### src/rtl/branch_pc_unit_if.sv
// Decoder/ALU-to-branch-unit bundle: strobes, flags and operands in, fetch PC and status out.
// No internal latency; the master drives inputs, the slave (branch_pc_unit) drives outputs.
// Backpressure is the stall input, which freezes all branch-unit state.
interface branch_pc_unit_if #(
    parameter int ADDR_W = 32
);
    logic              instr_valid;
    logic              stall;
    logic [31:0]       instruction;
    logic [ADDR_W-1:0] rs_data;
    logic b, br, bz, bnz, bcy, bncy, bs, bns, bv, bnv, Call, Ret;
    logic zero, carry, sign, overflow;
    logic [ADDR_W-1:0] pc;
    logic              taken;
    logic              flush;
    logic              ras_empty;
    logic              ras_err;

    modport master (
        output instr_valid, stall, instruction, rs_data,
        output b, br, bz, bnz, bcy, bncy, bs, bns, bv, bnv, Call, Ret,
        output zero, carry, sign, overflow,
        input  pc, taken, flush, ras_empty, ras_err
    );

    modport slave (
        input  instr_valid, stall, instruction, rs_data,
        input  b, br, bz, bnz, bcy, bncy, bs, bns, bv, bnv, Call, Ret,
        input  zero, carry, sign, overflow,
        output pc, taken, flush, ras_empty, ras_err
    );
endinterface

### src/rtl/branch_pc_unit.sv
// Branch resolution and PC owner with a circular return-address stack for Call/Ret.
// One-edge latency: pc/taken/flush/RAS state update on the edge after a valid, unstalled cycle.
// stall=1 or instr_valid=0 holds pc, RAS and ras_err; taken/flush drop to 0.
module branch_pc_unit #(
    parameter int                ADDR_W    = 32,
    parameter logic [ADDR_W-1:0] RESET_PC  = '0,
    parameter int                RAS_DEPTH = 4
) (
    input logic             clk,
    input logic             rst,
    branch_pc_unit_if.slave bus
);
    localparam int PW = (RAS_DEPTH > 1) ? $clog2(RAS_DEPTH) : 1;
    localparam int CW = $clog2(RAS_DEPTH + 1);
    localparam logic [CW-1:0] FULL = CW'(RAS_DEPTH);

    logic [ADDR_W-1:0] r_pc;
    logic              r_taken;
    logic              r_ras_err;
    logic              r_ras_empty;
    logic [CW-1:0]     r_count;
    logic [PW-1:0]     r_top;
    logic [ADDR_W-1:0] r_stack [RAS_DEPTH];

    logic [ADDR_W-1:0] w_seq;
    logic [ADDR_W-1:0] w_off;
    logic [ADDR_W-1:0] w_tgt;
    logic              w_upd;
    logic              w_cond;
    logic              w_push;
    logic              w_pop;
    logic              w_err_set;
    logic              w_taken_nxt;
    logic [ADDR_W-1:0] w_pc_nxt;
    logic [CW-1:0]     w_count_nxt;
    logic [PW-1:0]     w_top_nxt;
    logic [PW-1:0]     w_top_inc;
    logic              w_unused;

    assign w_unused  = ^bus.instruction[31:26];
    assign w_seq     = r_pc + 1'b1;
    assign w_off     = {{(ADDR_W-26){bus.instruction[25]}}, bus.instruction[25:0]};
    assign w_tgt     = w_seq + w_off;
    assign w_upd     = bus.instr_valid & ~bus.stall;
    assign w_top_inc = r_top + 1'b1;

    assign w_cond = (bus.bz   &  bus.zero)     | (bus.bnz  & ~bus.zero)  |
                    (bus.bcy  &  bus.carry)    | (bus.bncy & ~bus.carry) |
                    (bus.bs   &  bus.sign)     | (bus.bns  & ~bus.sign)  |
                    (bus.bv   &  bus.overflow) | (bus.bnv  & ~bus.overflow);

    always_comb begin
        w_pc_nxt    = r_pc;
        w_taken_nxt = 1'b0;
        w_push      = 1'b0;
        w_pop       = 1'b0;
        w_err_set   = 1'b0;
        if (w_upd) begin
            if (bus.Ret) begin
                if (r_count != '0) begin
                    w_pc_nxt    = r_stack[r_top];
                    w_pop       = 1'b1;
                    w_taken_nxt = 1'b1;
                end else begin
                    w_pc_nxt  = w_seq;
                    w_err_set = 1'b1;
                end
            end else if (bus.Call) begin
                w_pc_nxt    = w_tgt;
                w_push      = 1'b1;
                w_taken_nxt = 1'b1;
            end else if (bus.br) begin
                w_pc_nxt    = bus.rs_data;
                w_taken_nxt = 1'b1;
            end else if (bus.b || w_cond) begin
                w_pc_nxt    = w_tgt;
                w_taken_nxt = 1'b1;
            end else begin
                w_pc_nxt = w_seq;
            end
        end
    end

    // A full stack keeps pushing over its oldest entry; count just saturates.
    always_comb begin
        w_count_nxt = r_count;
        w_top_nxt   = r_top;
        if (w_push) begin
            w_top_nxt   = w_top_inc;
            w_count_nxt = (r_count == FULL) ? FULL : r_count + 1'b1;
        end else if (w_pop) begin
            w_top_nxt   = r_top - 1'b1;
            w_count_nxt = r_count - 1'b1;
        end
    end

    always_ff @(posedge clk or posedge rst) begin
        if (rst) begin
            r_pc        <= RESET_PC;
            r_taken     <= 1'b0;
            r_ras_err   <= 1'b0;
            r_ras_empty <= 1'b1;
            r_count     <= '0;
            r_top       <= '1;
        end else begin
            r_pc        <= w_pc_nxt;
            r_taken     <= w_taken_nxt;
            r_ras_err   <= r_ras_err | w_err_set;
            r_ras_empty <= (w_count_nxt == '0);
            r_count     <= w_count_nxt;
            r_top       <= w_top_nxt;
        end
    end

    always_ff @(posedge clk) begin
        if (w_push) begin
            r_stack[w_top_inc] <= w_seq;
        end
    end

    assign bus.pc        = r_pc;
    assign bus.taken     = r_taken;
    assign bus.flush     = r_taken;
    assign bus.ras_empty = r_ras_empty;
    assign bus.ras_err   = r_ras_err;
endmodule

### src/flat_wrapper.sv
// flat-port wrapper written by rule: the top's interface ports become plain ports
module branch_pc_unit_flat 
#(
    parameter int                ADDR_W    = 32,
    parameter logic [ADDR_W-1:0] RESET_PC  = '0,
    parameter int                RAS_DEPTH = 4
)
  (clk, rst, bus_instr_valid, bus_stall, bus_instruction, bus_rs_data, bus_b, bus_br, bus_bz, bus_bnz, bus_bcy, bus_bncy, bus_bs, bus_bns, bus_bv, bus_bnv, bus_Call, bus_Ret, bus_zero, bus_carry, bus_sign, bus_overflow, bus_pc, bus_taken, bus_flush, bus_ras_empty, bus_ras_err);
  branch_pc_unit_if #(.ADDR_W(ADDR_W)) bus_i ();
  input logic clk;
  input logic rst;
  input wire logic [$bits(bus_i.instr_valid)-1:0] bus_instr_valid;
  input wire logic [$bits(bus_i.stall)-1:0] bus_stall;
  input wire logic [$bits(bus_i.instruction)-1:0] bus_instruction;
  input wire logic [$bits(bus_i.rs_data)-1:0] bus_rs_data;
  input wire logic [$bits(bus_i.b)-1:0] bus_b;
  input wire logic [$bits(bus_i.br)-1:0] bus_br;
  input wire logic [$bits(bus_i.bz)-1:0] bus_bz;
  input wire logic [$bits(bus_i.bnz)-1:0] bus_bnz;
  input wire logic [$bits(bus_i.bcy)-1:0] bus_bcy;
  input wire logic [$bits(bus_i.bncy)-1:0] bus_bncy;
  input wire logic [$bits(bus_i.bs)-1:0] bus_bs;
  input wire logic [$bits(bus_i.bns)-1:0] bus_bns;
  input wire logic [$bits(bus_i.bv)-1:0] bus_bv;
  input wire logic [$bits(bus_i.bnv)-1:0] bus_bnv;
  input wire logic [$bits(bus_i.Call)-1:0] bus_Call;
  input wire logic [$bits(bus_i.Ret)-1:0] bus_Ret;
  input wire logic [$bits(bus_i.zero)-1:0] bus_zero;
  input wire logic [$bits(bus_i.carry)-1:0] bus_carry;
  input wire logic [$bits(bus_i.sign)-1:0] bus_sign;
  input wire logic [$bits(bus_i.overflow)-1:0] bus_overflow;
  output wire logic [$bits(bus_i.pc)-1:0] bus_pc;
  output wire logic [$bits(bus_i.taken)-1:0] bus_taken;
  output wire logic [$bits(bus_i.flush)-1:0] bus_flush;
  output wire logic [$bits(bus_i.ras_empty)-1:0] bus_ras_empty;
  output wire logic [$bits(bus_i.ras_err)-1:0] bus_ras_err;
  assign bus_i.instr_valid = bus_instr_valid;
  assign bus_i.stall = bus_stall;
  assign bus_i.instruction = bus_instruction;
  assign bus_i.rs_data = bus_rs_data;
  assign bus_i.b = bus_b;
  assign bus_i.br = bus_br;
  assign bus_i.bz = bus_bz;
  assign bus_i.bnz = bus_bnz;
  assign bus_i.bcy = bus_bcy;
  assign bus_i.bncy = bus_bncy;
  assign bus_i.bs = bus_bs;
  assign bus_i.bns = bus_bns;
  assign bus_i.bv = bus_bv;
  assign bus_i.bnv = bus_bnv;
  assign bus_i.Call = bus_Call;
  assign bus_i.Ret = bus_Ret;
  assign bus_i.zero = bus_zero;
  assign bus_i.carry = bus_carry;
  assign bus_i.sign = bus_sign;
  assign bus_i.overflow = bus_overflow;
  assign bus_pc = bus_i.pc;
  assign bus_taken = bus_i.taken;
  assign bus_flush = bus_i.flush;
  assign bus_ras_empty = bus_i.ras_empty;
  assign bus_ras_err = bus_i.ras_err;
  branch_pc_unit #(.ADDR_W(ADDR_W), .RESET_PC(RESET_PC), .RAS_DEPTH(RAS_DEPTH)) u_core (.clk(clk), .rst(rst), .bus(bus_i));
endmodule
### config.mk
export PLATFORM = sky130hd
export DESIGN_NAME = branch_pc_unit_flat
export DESIGN_NICKNAME = d
export VERILOG_FILES = /design/src/rtl/branch_pc_unit_if.sv /design/src/rtl/branch_pc_unit.sv /design/src/flat_wrapper.sv
export SDC_FILE = /design/constraint.sdc
export NUM_CORES = 1
export LEC_CHECK = 0
export ABC_CLOCK_PERIOD_IN_PS = 3800
export CAP_MARGIN = 20
export CORE_ASPECT_RATIO = 1.25
export CORE_MARGIN = 2
export CORE_UTILIZATION = 45
export DETAILED_ROUTE_END_ITERATION = 10
export GPL_TIMING_DRIVEN = 0
export PLACE_DENSITY = 0.72
export SYNTH_ARGS = -nofsm -noshare
export SYNTH_HDL_FRONTEND = slang
export SYNTH_SLANG_ARGS = --single-unit
### constraint.sdc
create_clock -name clk -period 3.8 [get_ports clk]
set_input_delay 0.76 -clock clk [delete_from_list [all_inputs] [get_ports clk]]
set_output_delay 0.76 -clock clk [all_outputs]
set_load 0.05 [all_outputs]
==> results.md <==
- Core footprint: around 22000 sq um
- WHS: 471 ps
- Final ANT Viol Nets: 0
- Maximum number of pins on one net before global-route repair: 31
- Min cycle time layout: 3770 ps
- Clock transition at path regs: 80 ps
- Crit. End Element: flip-flop
- Distinct cell type count after synthesis: between 80 and 90
- Area contributors post-synth: edfxtp_1, dfrtp_1, mux4_2
- F_max: roughly 0.26 GHz
- Mapped cell area: around 10000 sq um
- P&R area growth vs syn: 31.4%
- Cell count after synthesis: about 860
- Register share of total power: 0.282
- Sequential share of the synthesized area: 0.487
- Hold Buf Count CTS: 0
- Net Sw Frac: 0.443
- Slew margin rel.: 0.388
- Initial DRT Pass Iterations: 8
- Req. time, crit path: 4160 ps
- Grt ovf: 0
- Number of synthesis warnings: 0
- Int Power: roughly 0.0057 W
- Slew @ Worst Pin: around 900 ps
- Share of layout cells above drive strength 1: 0.221
- Mapped Nets: about 990
- Tot GR Track Use: 0.284
- Detailed Place HPWL: ~23 mm
- Maximum clock insertion buffer count: 2
- Final WL: 33.3 mm
- Worst path arrival time: 4140 ps
- DRC Markers: 0
- Via count: just under 9000
- DP Area: about 12000 sq um
- CTS tree: yes
- PortBufs: 112
- IO Pins: 120
- Fin Clk Skew: around 11 ps
- Sw Pwr: about 0.0045 W
- Clock sinks: around 170
- Skew-Pair Late Insertion Delay: approximately 440 ps
- Setup violations, final: 0
- Final Hold Vio Count: 0
- Vias in the first global route: 8309
- Clock power share: 0.177
- Crit share post-route: 0.993
- PwrDens: a little under 800 nW/um^2
- Async SR Flop Fraction: 0.238
- Initial antenna violation count: 0
- Final net count: about 1200
- Cts bufs inserted: 17
- Die Ht: 170 um
- Wire length per cell: ~25 um
- Starting Density: 0.461
- Clock root cell: clkbuf_16
- Worst hold path class: reg2reg
- Max_cap viols: 0
- Seq cells post-synth: around 170
- Vias per inst: ~6.6
- CTS H-tree depth: 4
- Antenna cells: 0
- Fin. max-slew vios: 0
- Syn_area_per_cell: approximately 12 sq um
- Crit start category: flip-flop
- Fin area: around 13000 sq um
- Unrepaired setup endpoints after global routing: yes
- DRT iter0 DRCs: 1084
- Number of flops mapped to enable cells by yosys: between 100 and 150
- Logic pwr share: 0.542
- Die area: ~23000 sq um
- GP Congestion: between 0.9 and 1
- Row count: 60
- First-pass GRT wire length: between 40 and 50 mm
- Primary FF master, synth: edfxtp_1
- Yosys top cell area share: 0.386
- Yosys top cell by area: edfxtp_1
- Worst VDD drop: ~560 uV
- LEAKAGE: ~4.7 nW
- Crit path max fanout: 5
- Width of the die: between 100 and 150 um
- Status: complete, no violations
- Critical path class: reg2reg
worst paths after layout:
kind,from,to,slack [ps],cells after the start
worst max-delay path,u_core.bus.pc[0],u_core.bus.pc[30],30,14
worst min-delay path,u_core.bus.ras_err,u_core.bus.ras_err,470,1
worst max register to register,u_core.bus.pc[0],u_core.bus.pc[30],30,14
worst min register to register,u_core.bus.ras_err,u_core.bus.ras_err,470,1
max in group asynchronous,rst,u_core.r_top[1],2550,3
min in group asynchronous,rst,u_core.r_count[1],660,2
per-layer routing:
layer	track usage	wire (um)	vias to the layer above
met4	0.130	1530	0
met5	0	0	-
met2	0.469	16100	647
met1	0.357	12300	4188
li1	-	-	3721
met3	0.0560	3450	127
registers in the layout, summed over array words and instances, names as in the netlist:
| signal | count |
|---|---|
| u_core.bus.ras_err | 1 |
| u_core.bus.pc | 32 |
| u_core.r_stack | 128 |
| u_core.bus.flush | 1 |
| u_core.bus.ras_empty | 1 |
| u_core.r_top | 2 |
| u_core.r_count | 3 |
repair_timing:
action                                  CTS  global route
setup buffers                            11            28
endpoints found under the setup margin   19            10
gates resized for setup                  69            40
pin swaps                                11            20
cell families after synthesis:
group	Yosys count	synth area share
AO/OA/AOI/OAI	246	0.170
multiplexers	40	0.0808
buffers and inverters	76	0.0300
flip-flops	168	0.487
adder cells (fa/ha/maj)	47	0.0598
XOR/XNOR	54	0.0494
AND/OR/NAND/NOR	231	0.123
synthesized netlist by cell type, drive strengths merged, types with 16 or more instances:
cell      n
nand4    16
clkbuf   39
inv      27
xnor2    32
ha       46
nand3    29
xor2     22
a22oi    21
nand2    60
a21oi    58
nor2     51
dfrtp    37
mux4     32
o21ai    44
edfxtp  128
stage by stage:
| step | utilization | instances | setup slack [ps] | total power (W) | setup TNS (ps) |
|---|---|---|---|---|---|
| CTS | 0.586 | 1297 | 5.44 | 0.00976 | 0 |
| global route | 0.605 | 1324 | -32.7 | 0.0107 | -85.7 |
| detailed placement | 0.535 | 1259 | -1130 | 0.00760 | -9740 |
| finish | 0.605 | 1324 | 25.9 | 0.0102 | 0 |
| global placement | 0.530 | 1253 | -1000 | 0.00751 | -78580 |
| floorplan | - | 862 | 3.46 | 0.00608 | 0 |
critical path, cell delays in order, from the launching register on:
cell and delay [ps]:
dfrtp_2 460, ha_4 190, and4_4 220, and3_2 240, and3_2 260, xor2_4 180
ha_4 310, and2_4 170, nor2b_4 160, o211ai_1 160, a31oi_2 340, nor2_2 110
o2111a_1 290, or4b_1 500, nand3_1 100
cells in the final DEF (no fill, tap or decap), types with 18 or more instances in the layout:
| master | count |
|---|---|
| xnor2_1 | 18 |
| o21ai_0 | 37 |
| edfxtp_1 | 128 |
| clkbuf_1 | 33 |
| nand2_1 | 59 |
| a22oi_1 | 21 |
| buf_4 | 41 |
| nand3_1 | 24 |
| a21oi_1 | 55 |
| clkdlybuf4s50_1 | 112 |
| mux4_2 | 32 |
| nor2_1 | 40 |
| ha_1 | 35 |
| inv_1 | 23 |
| dfrtp_1 | 22 |
cell type report:
cell class / count / area, sq um
Tap cell: 279 / 349
Timing Repair Buffer: 158 / 1540
Buffer: 42 / 169
Sequential cell: 168 / 4870
Clock buffer: 17 / 425
Clock inverter: 15 / 178
Fill cell: 1731 / 8540
Multi-Input combinational cell: 618 / 5450
Inverter: 27 / 101
power by group through the flow:
stage                     sequential (W)  clock (W)  combinational [W]
after floorplan                  0.00331          0            0.00277
after global routing             0.00291    0.00189            0.00585
final                            0.00289    0.00181            0.00555
after detailed placement         0.00283          0            0.00477
after global placement           0.00282          0            0.00469
after CTS                        0.00285    0.00181            0.00510
Note: power is estimated with default switching activity, not from simulation.
